<file path="config.mk">
export PLATFORM = sky130hd
export DESIGN_NAME = keypad_scan_decoder
export DESIGN_NICKNAME = d
export VERILOG_FILES = /design/src/rtl/keypad_scan_decoder.sv
export SDC_FILE = /design/constraint.sdc
export NUM_CORES = 1
export LEC_CHECK = 0
export CORE_MARGIN = 3
export CORE_UTILIZATION = 52
export CTS_BUF_LIST = sky130_fd_sc_hd__clkbuf_8 sky130_fd_sc_hd__clkbuf_16
export CTS_CLUSTER_SIZE = 10
export DETAILED_ROUTE_END_ITERATION = 10
export GPL_TIMING_DRIVEN = 0
export PLACE_DENSITY_LB_ADDON = 0.2
export SYNTH_ARGS = -nofsm -noshare
export SYNTH_HDL_FRONTEND = slang
export SYNTH_SLANG_ARGS = --single-unit
</file>
<file path="constraint.sdc">
create_clock -name clk -period 3 [get_ports clk]
set_input_delay 0.6 -clock clk [delete_from_list [all_inputs] [get_ports clk]]
set_output_delay 0.6 -clock clk [all_outputs]
set_load 0.005 [all_outputs]
</file>
<file path="src/rtl/keypad_scan_decoder.sv">
// keypad_scan_decoder
//   Scans a 4x4 matrix keypad one column at a time. Rows are sampled through
//   a two-flop synchronizer. Presses and releases are debounced. Each accepted
//   key produces a one-cycle hex code strobe for the downstream digit assembler.
//
//   Optional build macro: KEYPAD_AUTOREPEAT_EN
//     When defined, a held key re-strobes key_valid every REPEAT_CYCLES cycles.
//
// Ports
//   clk          system clock
//   rst          synchronous, active-high reset
//   fil[3:0]     keypad rows, active-low, asynchronous (fil[3] = row 0)
//   col[3:0]     keypad columns; exactly one bit is driven low
//   key_code     hex code of the last accepted key (held until next accept)
//   key_valid    one-cycle strobe when key_code is updated
//   key_pressed  high while an accepted key is still held
module keypad_scan_decoder #(
  parameter int SCAN_CYCLES     = 500,
  parameter int DEBOUNCE_CYCLES = 1000,
  parameter int REPEAT_CYCLES   = 25000000
) (
  input  logic       clk,
  input  logic       rst,
  input  logic [3:0] fil,
  output logic [3:0] col,
  output logic [3:0] key_code,
  output logic       key_valid,
  output logic       key_pressed
);

  // A single counter serves both the scan window and the debounce intervals.
  localparam int CNT_MAX = (SCAN_CYCLES > DEBOUNCE_CYCLES) ? SCAN_CYCLES : DEBOUNCE_CYCLES;
  localparam int CNT_W   = $clog2(CNT_MAX);
  localparam logic [CNT_W-1:0] SCAN_LAST = CNT_W'(SCAN_CYCLES - 1);
  localparam logic [CNT_W-1:0] DEB_LAST  = CNT_W'(DEBOUNCE_CYCLES - 1);

  // Elaboration-time guards on parameter minimums.
  if (SCAN_CYCLES < 4) begin : g_bad_scan
    $error("keypad_scan_decoder: SCAN_CYCLES must be at least 4");
  end
  if (DEBOUNCE_CYCLES < 2) begin : g_bad_debounce
    $error("keypad_scan_decoder: DEBOUNCE_CYCLES must be at least 2");
  end
  if (REPEAT_CYCLES < 2) begin : g_bad_repeat
    $error("keypad_scan_decoder: REPEAT_CYCLES must be at least 2");
  end

  typedef enum logic [1:0] {SCAN, DEBOUNCE, PRESSED, RELEASE} state_t;

  state_t           state, state_nx;
  logic [3:0]       sync_meta, fs;
  logic [1:0]       col_idx, col_idx_nx;
  logic [CNT_W-1:0] cnt, cnt_nx;
  logic [3:0]       row_pat, row_pat_nx;
  logic [3:0]       key_code_nx;
  logic             key_valid_nx;

`ifdef KEYPAD_AUTOREPEAT_EN
  localparam int REP_W = $clog2(REPEAT_CYCLES);
  localparam logic [REP_W-1:0] REP_LAST = REP_W'(REPEAT_CYCLES - 1);
  logic [REP_W-1:0] rep_cnt, rep_cnt_nx;
`endif

  // Row pattern (single low bit) plus column index -> hex key code.
  function automatic logic [3:0] decode_key(input logic [3:0] pat, input logic [1:0] c);
    logic [1:0] row;
    logic [3:0] code;
    case (pat)
      4'b0111: row = 2'd0;
      4'b1011: row = 2'd1;
      4'b1101: row = 2'd2;
      default: row = 2'd3;
    endcase
    case ({row, c})
      4'b00_00: code = 4'h1;
      4'b00_01: code = 4'h2;
      4'b00_10: code = 4'h3;
      4'b00_11: code = 4'hA;
      4'b01_00: code = 4'h4;
      4'b01_01: code = 4'h5;
      4'b01_10: code = 4'h6;
      4'b01_11: code = 4'hB;
      4'b10_00: code = 4'h7;
      4'b10_01: code = 4'h8;
      4'b10_10: code = 4'h9;
      4'b10_11: code = 4'hC;
      4'b11_00: code = 4'hE;
      4'b11_01: code = 4'hF;
      4'b11_10: code = 4'hD;
      default:  code = 4'h0;
    endcase
    return code;
  endfunction

  assign col         = ~(4'b0001 << col_idx);
  assign key_pressed = (state == PRESSED);

  always_ff @(posedge clk) begin
    if (rst) begin
      sync_meta <= 4'b1111;
      fs        <= 4'b1111;
    end else begin
      sync_meta <= fil;
      fs        <= sync_meta;
    end
  end

  always_ff @(posedge clk) begin
    if (rst) begin
      state     <= SCAN;
      col_idx   <= 2'd0;
      cnt       <= '0;
      row_pat   <= 4'b1111;
      key_code  <= 4'h0;
      key_valid <= 1'b0;
`ifdef KEYPAD_AUTOREPEAT_EN
      rep_cnt   <= '0;
`endif
    end else begin
      state     <= state_nx;
      col_idx   <= col_idx_nx;
      cnt       <= cnt_nx;
      row_pat   <= row_pat_nx;
      key_code  <= key_code_nx;
      key_valid <= key_valid_nx;
`ifdef KEYPAD_AUTOREPEAT_EN
      rep_cnt   <= rep_cnt_nx;
`endif
    end
  end

  always_comb begin
    state_nx     = state;
    col_idx_nx   = col_idx;
    cnt_nx       = cnt;
    row_pat_nx   = row_pat;
    key_code_nx  = key_code;
    key_valid_nx = 1'b0;
`ifdef KEYPAD_AUTOREPEAT_EN
    rep_cnt_nx   = rep_cnt;
`endif
    case (state)
      SCAN: begin
        if (cnt == SCAN_LAST) begin
          cnt_nx = '0;
          // Only a single low row is a usable candidate; ghosting or
          // multi-key patterns just move the scan on.
          if ($onehot(~fs)) begin
            row_pat_nx = fs;
            state_nx   = DEBOUNCE;
          end else begin
            col_idx_nx = col_idx + 2'd1;
          end
        end else begin
          cnt_nx = cnt + 1'b1;
        end
      end
      DEBOUNCE: begin
        if (fs == row_pat) begin
          if (cnt == DEB_LAST) begin
            key_code_nx  = decode_key(row_pat, col_idx);
            key_valid_nx = 1'b1;
            cnt_nx       = '0;
            state_nx     = PRESSED;
`ifdef KEYPAD_AUTOREPEAT_EN
            rep_cnt_nx   = '0;
`endif
          end else begin
            cnt_nx = cnt + 1'b1;
          end
        end else begin
          cnt_nx     = '0;
          col_idx_nx = col_idx + 2'd1;
          state_nx   = SCAN;
        end
      end
      PRESSED: begin
        // The counter measures an unbroken run of all-high rows.
        if (fs == 4'b1111) begin
          if (cnt == DEB_LAST) begin
            cnt_nx   = '0;
            state_nx = RELEASE;
          end else begin
            cnt_nx = cnt + 1'b1;
          end
        end else begin
          cnt_nx = '0;
        end
`ifdef KEYPAD_AUTOREPEAT_EN
        if (fs != 4'b1111) begin
          if (rep_cnt == REP_LAST) begin
            rep_cnt_nx   = '0;
            key_valid_nx = 1'b1;
          end else begin
            rep_cnt_nx = rep_cnt + 1'b1;
          end
        end
`endif
      end
      RELEASE: begin
        cnt_nx     = '0;
        col_idx_nx = col_idx + 2'd1;
        state_nx   = SCAN;
      end
      default: begin
        state_nx = SCAN;
      end
    endcase
  end

endmodule
</file>
-- Yosys cells after proc, flatten, opt, wreduce, memory -nomap -nowiden
Memories as Yosys holds them, arrays and structs flattened. A register that Yosys moved wholly into a read port is not among the register bits.
Cells that the tools add are included.
- input bits: 6
- memories kept: 1
- bits in read-only memories: 64
- output and inout bits: 10
- bits in registers: 27
- eq/ne operators: 18
- multiplexer cells: 21
- $add $sub $neg: 5
- reductions and logical operators: 7
- shift-type cells: 1
- bitwise operators: 4
- memory list (memory ; words ; width ; rd ports ; clocked after Yosys merged registers in ; wr ports ; RTL line ; text):
    (name not given) ; 16 ; 4 ; 1 ; 1 ; 0 ; 74 ; case ({row, c})
- operator list (cell ; number):
    10-bit two-way mux ; 4
    10-bit case mux with 4 select lines ; 1
    2-bit two-way mux ; 12
    4-bit equality test, second input constant ; 3
    2-bit case mux with 3 select lines ; 2
    10-bit by 1-bit adder with 10-bit output, second input constant ; 1
    10-bit equality test, second input constant ; 1
    10-bit by 9-bit equality test with 1-bit output, second input constant ; 1
    2-bit != test, second input constant ; 4
    4-bit NOT ; 2
    2-bit case mux with 4 select lines ; 1
    3-bit AND reduction ; 2
    5-bit AND reduction ; 1
    1-bit by 1-bit adder with 2-bit output ; 2
    2-bit equality test, second input constant ; 2
    4-bit by 3-bit equality test with 1-bit output, second input constant ; 1
    4-bit equality test ; 1
    2-bit by 1-bit != test with 1-bit output, second input constant ; 2
    4-bit AND reduction ; 1
    1-bit by 2-bit left shift with 4-bit output, first input constant ; 1
    2-bit by 2-bit adder with 3-bit output ; 1
    3-bit by 1-bit equality test with 1-bit output, second input constant ; 1
    3-bit != test, second input constant ; 1
    3-bit nonzero test ; 1
    6 further kinds ; 7

-- Longest topological paths before layout
- depth after elaboration: 7
- gate-level depth with buffers: 8
- gate-level depth less buffers: 8

-- Least setup slack after synthesis
OpenSTA, ideal clock, no wires.
- path kind: register to register
- start point: register fs[0]
- end point: register row_pat[0]
- cell stages (with the launch flop): 9
- slack: 384 ps
- clock period less this slack: 2616 ps
- buffers on the path: 0
- arrival time: 2497 ps
- data required time: 2880 ps
- setup time: 120 ps
- cell sequence: dfxtp_1 -> fa_1 -> inv_1 -> ha_1 -> ha_1 -> or3b_1 -> nor4b_4 -> nor2b_1 -> a211o_1
- word-level cells in the longest chain between the ends: 5
- RTL lines (element ; RTL line ; text):
    start, declared ; 51 ; logic [3:0] sync_meta, fs;
    start signal, assigned ; 104 ; fs <= sync_meta;
    4-bit NOT ; 148 ; if ($onehot(~fs)) begin
    1-bit by 1-bit adder with 2-bit output (not written as such) ; 148 ;
    2-bit by 2-bit adder with 3-bit output (not written as such) ; 148 ;
    3-bit by 1-bit equality test with 1-bit output ; 148 ;
    3-bit AND reduction (no source line) ; n/a ;
    end signal, assigned ; 123 ; row_pat <= row_pat_nx;
    end, declared ; 54 ; logic [3:0] row_pat, row_pat_nx;
Parallel ways exist; a longest one is shown, timed or not.
A chain may end at the register's enable or synchronous reset.

-- Worst setup path in the final report
- start point: register fs[0]
- end point: register row_pat[1]
- word-level cells in the longest chain between the ends: 5
- RTL lines (element ; RTL line):
    4-bit NOT ; 148
    1-bit by 1-bit adder with 2-bit output (not written as such) ; 148
    2-bit by 2-bit adder with 3-bit output (not written as such) ; 148
    3-bit by 1-bit equality test with 1-bit output ; 148
    3-bit AND reduction (no source line) ; n/a
No other way between the ends.

==> flow_summary.ini <==
[global_routing]
grt_pass1_wl_um = 4560
first_global_vias = 1110
grt.overflow.total = 0
antenna_found_initial = 0
grt_max_degree = 11
track_usage = 0.1667

[placed_design]
dp_hpwl_um = 2007
port_buffers = 14
routabilityCongestion = 0.8402

[cts]
postCtsSetupBuffers = 0
ctsHoldBuffers = 0
post_cts_resized = 0
cts_tree = built
path_clk_slew_ps = 60
cts_root_buffer = clkbuf_8
tritoncts.num_buffers = 5
clock-sinks = 31
h-tree-depth = 2
clock_path_buffers = 2
clk_latency_ps = 280

[synthesis]
yosys.area.top_type = dfxtp_1
syn-instance-count = 168
synth_commonest_cells = dfxtp_1 (31), nor2_1 (19), inv_1 (11), ha_1 (10), xor2_1 (10)
synth_top_area_share = 0.3949
synth-seq-cells = 31
ys.flop_type = dfxtp_1
yosysUniqueCellTypes = 40
synthArstFlopShare = 0
synth_fp_nets = 185
ys_seq_area_frac = 0.3949
syn_area_per_cell_um2 = 9.354
yosysMostFrequentCell = dfxtp_1
synth_edf_count = 0
synth_warnings = 0
syn_area_mm2 = 0.001572
synth.top_cells.by_area = dfxtp_1 (39%), ha_1 (8.0%), xor2_1 (5.6%)

[die]
die_h_um = 60.98
die_area_mm2 = 0.003718
row_count = 19
coreArea_mm2 = 0.002829
start_util = 0.5555
boundaryPins = 16
die_w_um = 60.98

[sta]
tns_ps = 0
min_period_ps = 2783
rsz0062_at_grt = false
setup_viol = 0
period_share = 0.9276
final-hold-violation-count = 0
slew_headroom = 0.6933
timing.hold.ws_ps = 410.2
finClkSkew_ps = 7.674
max_freq_mhz = 359.4
tightest_slew_ps = 460.0
slew_violations = 0

[drt]
drc_errors = 0
post_drt_wl_per_cell_um = 12.26
via_per_inst = 5.411
wl_um = 2686
drtAntennaViolNets = 0
first_pass_iters = 4
drtIter0Drc = 33
vias = 1185

[hold_path]
hp-start = sync_meta[0]$_SDFF_PP1_
min_path_type = flip-flop to flip-flop

[critical_path]
path_class = flip-flop to flip-flop
setup.worst_path.end_class = flip-flop
crit_path_start_kind = flip-flop
cp.required_ps = 3170
timing.rr.start = fs[0]$_SDFF_PP1_
critical_path.startpoint = fs[0]$_SDFF_PP1_
worst-path-max-fanout = 8
crit_arrival_ps = 2950

[pwr]
power_density_mw_per_mm2 = 415.3
p_leak_uw = 0.0007183
ir_worst_vdd_v = 0.0002970

[finish]
layout.nets = 206
drive_gt1_frac = 0.1011
diodes = 0
fillers = 246
area_growth_pct = 16.00

[status]
status = finished, final reports clean

[job]
cap_violations = 0
-- final cells by class --
| cell class | count | area, um2 | share of cell area |
|---|---|---|---|
| Multi-Input combinational cell | 121 | 890.9 | 0.4887 |
| Clock inverter | 1 | 3.754 | 0.002059 |
| Sequential cell | 31 | 620.6 | 0.3404 |
| Tap cell | 31 | 38.79 | 0.02128 |
| Clock buffer | 5 | 68.82 | 0.03775 |
| Buffer | 4 | 15.01 | 0.008236 |
| Timing Repair Buffer | 14 | 140.1 | 0.07687 |
| Inverter | 12 | 45.04 | 0.02471 |
-- layer usage --
metal / up-vias / GRT usage / wire length (um)
met2: 24 / 0.2687 / 1343
met4: 0 / 0.08050 / 44
met1: 542 / 0.1982 / 1183
li1: 613 / - / -
met3: 6 / 0.05745 / 115
met5: - / 0 / 0
-- final timing paths --
| kind | endpoint | slack [ps] | cells after the start |
|---|---|---|---|
| hold / removal | fs[0]$_SDFF_PP1_ | 410 | 1 |
| hold reg to reg | fs[0]$_SDFF_PP1_ | 410 | 1 |
| setup reg to reg | row_pat[1]$_SDFFE_PP1P_ | 220 | 8 |
| setup / recovery | row_pat[1]$_SDFFE_PP1P_ | 220 | 8 |
-- kinds of logic after synthesis --
logic type / after synthesis / synth area share
simple gates: 70 / 0.2667
flops: 31 / 0.3949
fa+ha+maj: 11 / 0.09236
buf+inv: 16 / 0.03821
mux: 5 / 0.03264
xor+xnor: 15 / 0.08359
compound gates: 20 / 0.09156
-- sequential cells by signal, indices dropped and copies added (netlist names), named ones only --
name	cells
fs	4
col_idx	2
row_pat	4
key_valid	1
state	1
cnt	10
key_code	4
sync_meta	4
-- critical path, stage by stage, from the launching register on --
cell and delay (ps):
dfxtp_1 360, fa_1 550, inv_1 40, ha_1 170, ha_1 260, or3b_1 450, nor4b_4 480, nor2b_1 100
a211o_1 270
-- where the power goes --
part	internal, uW	leakage [uW]	switching, uW
Combinational	19.5	0.000425	20.3
Clock	151	0.0000413	137
Sequential	421	0.000252	8.97
Total	591	0.000718	166
-- metrics by stage --
stage                 util  power (uW)  setup slack, ps  std cells  instance area, um2
finish              0.6444       757.1            217.3        219                1823
CTS                 0.6444       763.8            196.3        219                1823
global placement    0.6188       476.2            259.1        213                1750
detailed placement  0.6188       478.2            207.4        213                1750
floorplan                -       464.7            383.6        168                1572
global route        0.6444       787.2            42.13        219                1823
-- cells in the final DEF, fill, tap and decap left out, types with 2 or more instances in the layout --
cell and n:
nor2b_1 4, nor2_1 19, mux2i_1 4, a211o_1 4, dfxtp_1 31, nand2_1 4
clkdlybuf4s50_1 14, a211oi_1 3, a21oi_1 2, nand4_1 4, xnor2_1 5, nand3_1 9
xor2_1 10, clkbuf_8 5, ha_1 10, nand2b_1 3, and3_1 3, o21ai_0 5
or2_2 8, clkbuf_1 4, and2_1 3, o211ai_1 2, and4b_1 2, inv_1 12
Note: power is estimated with default switching activity, not from simulation.
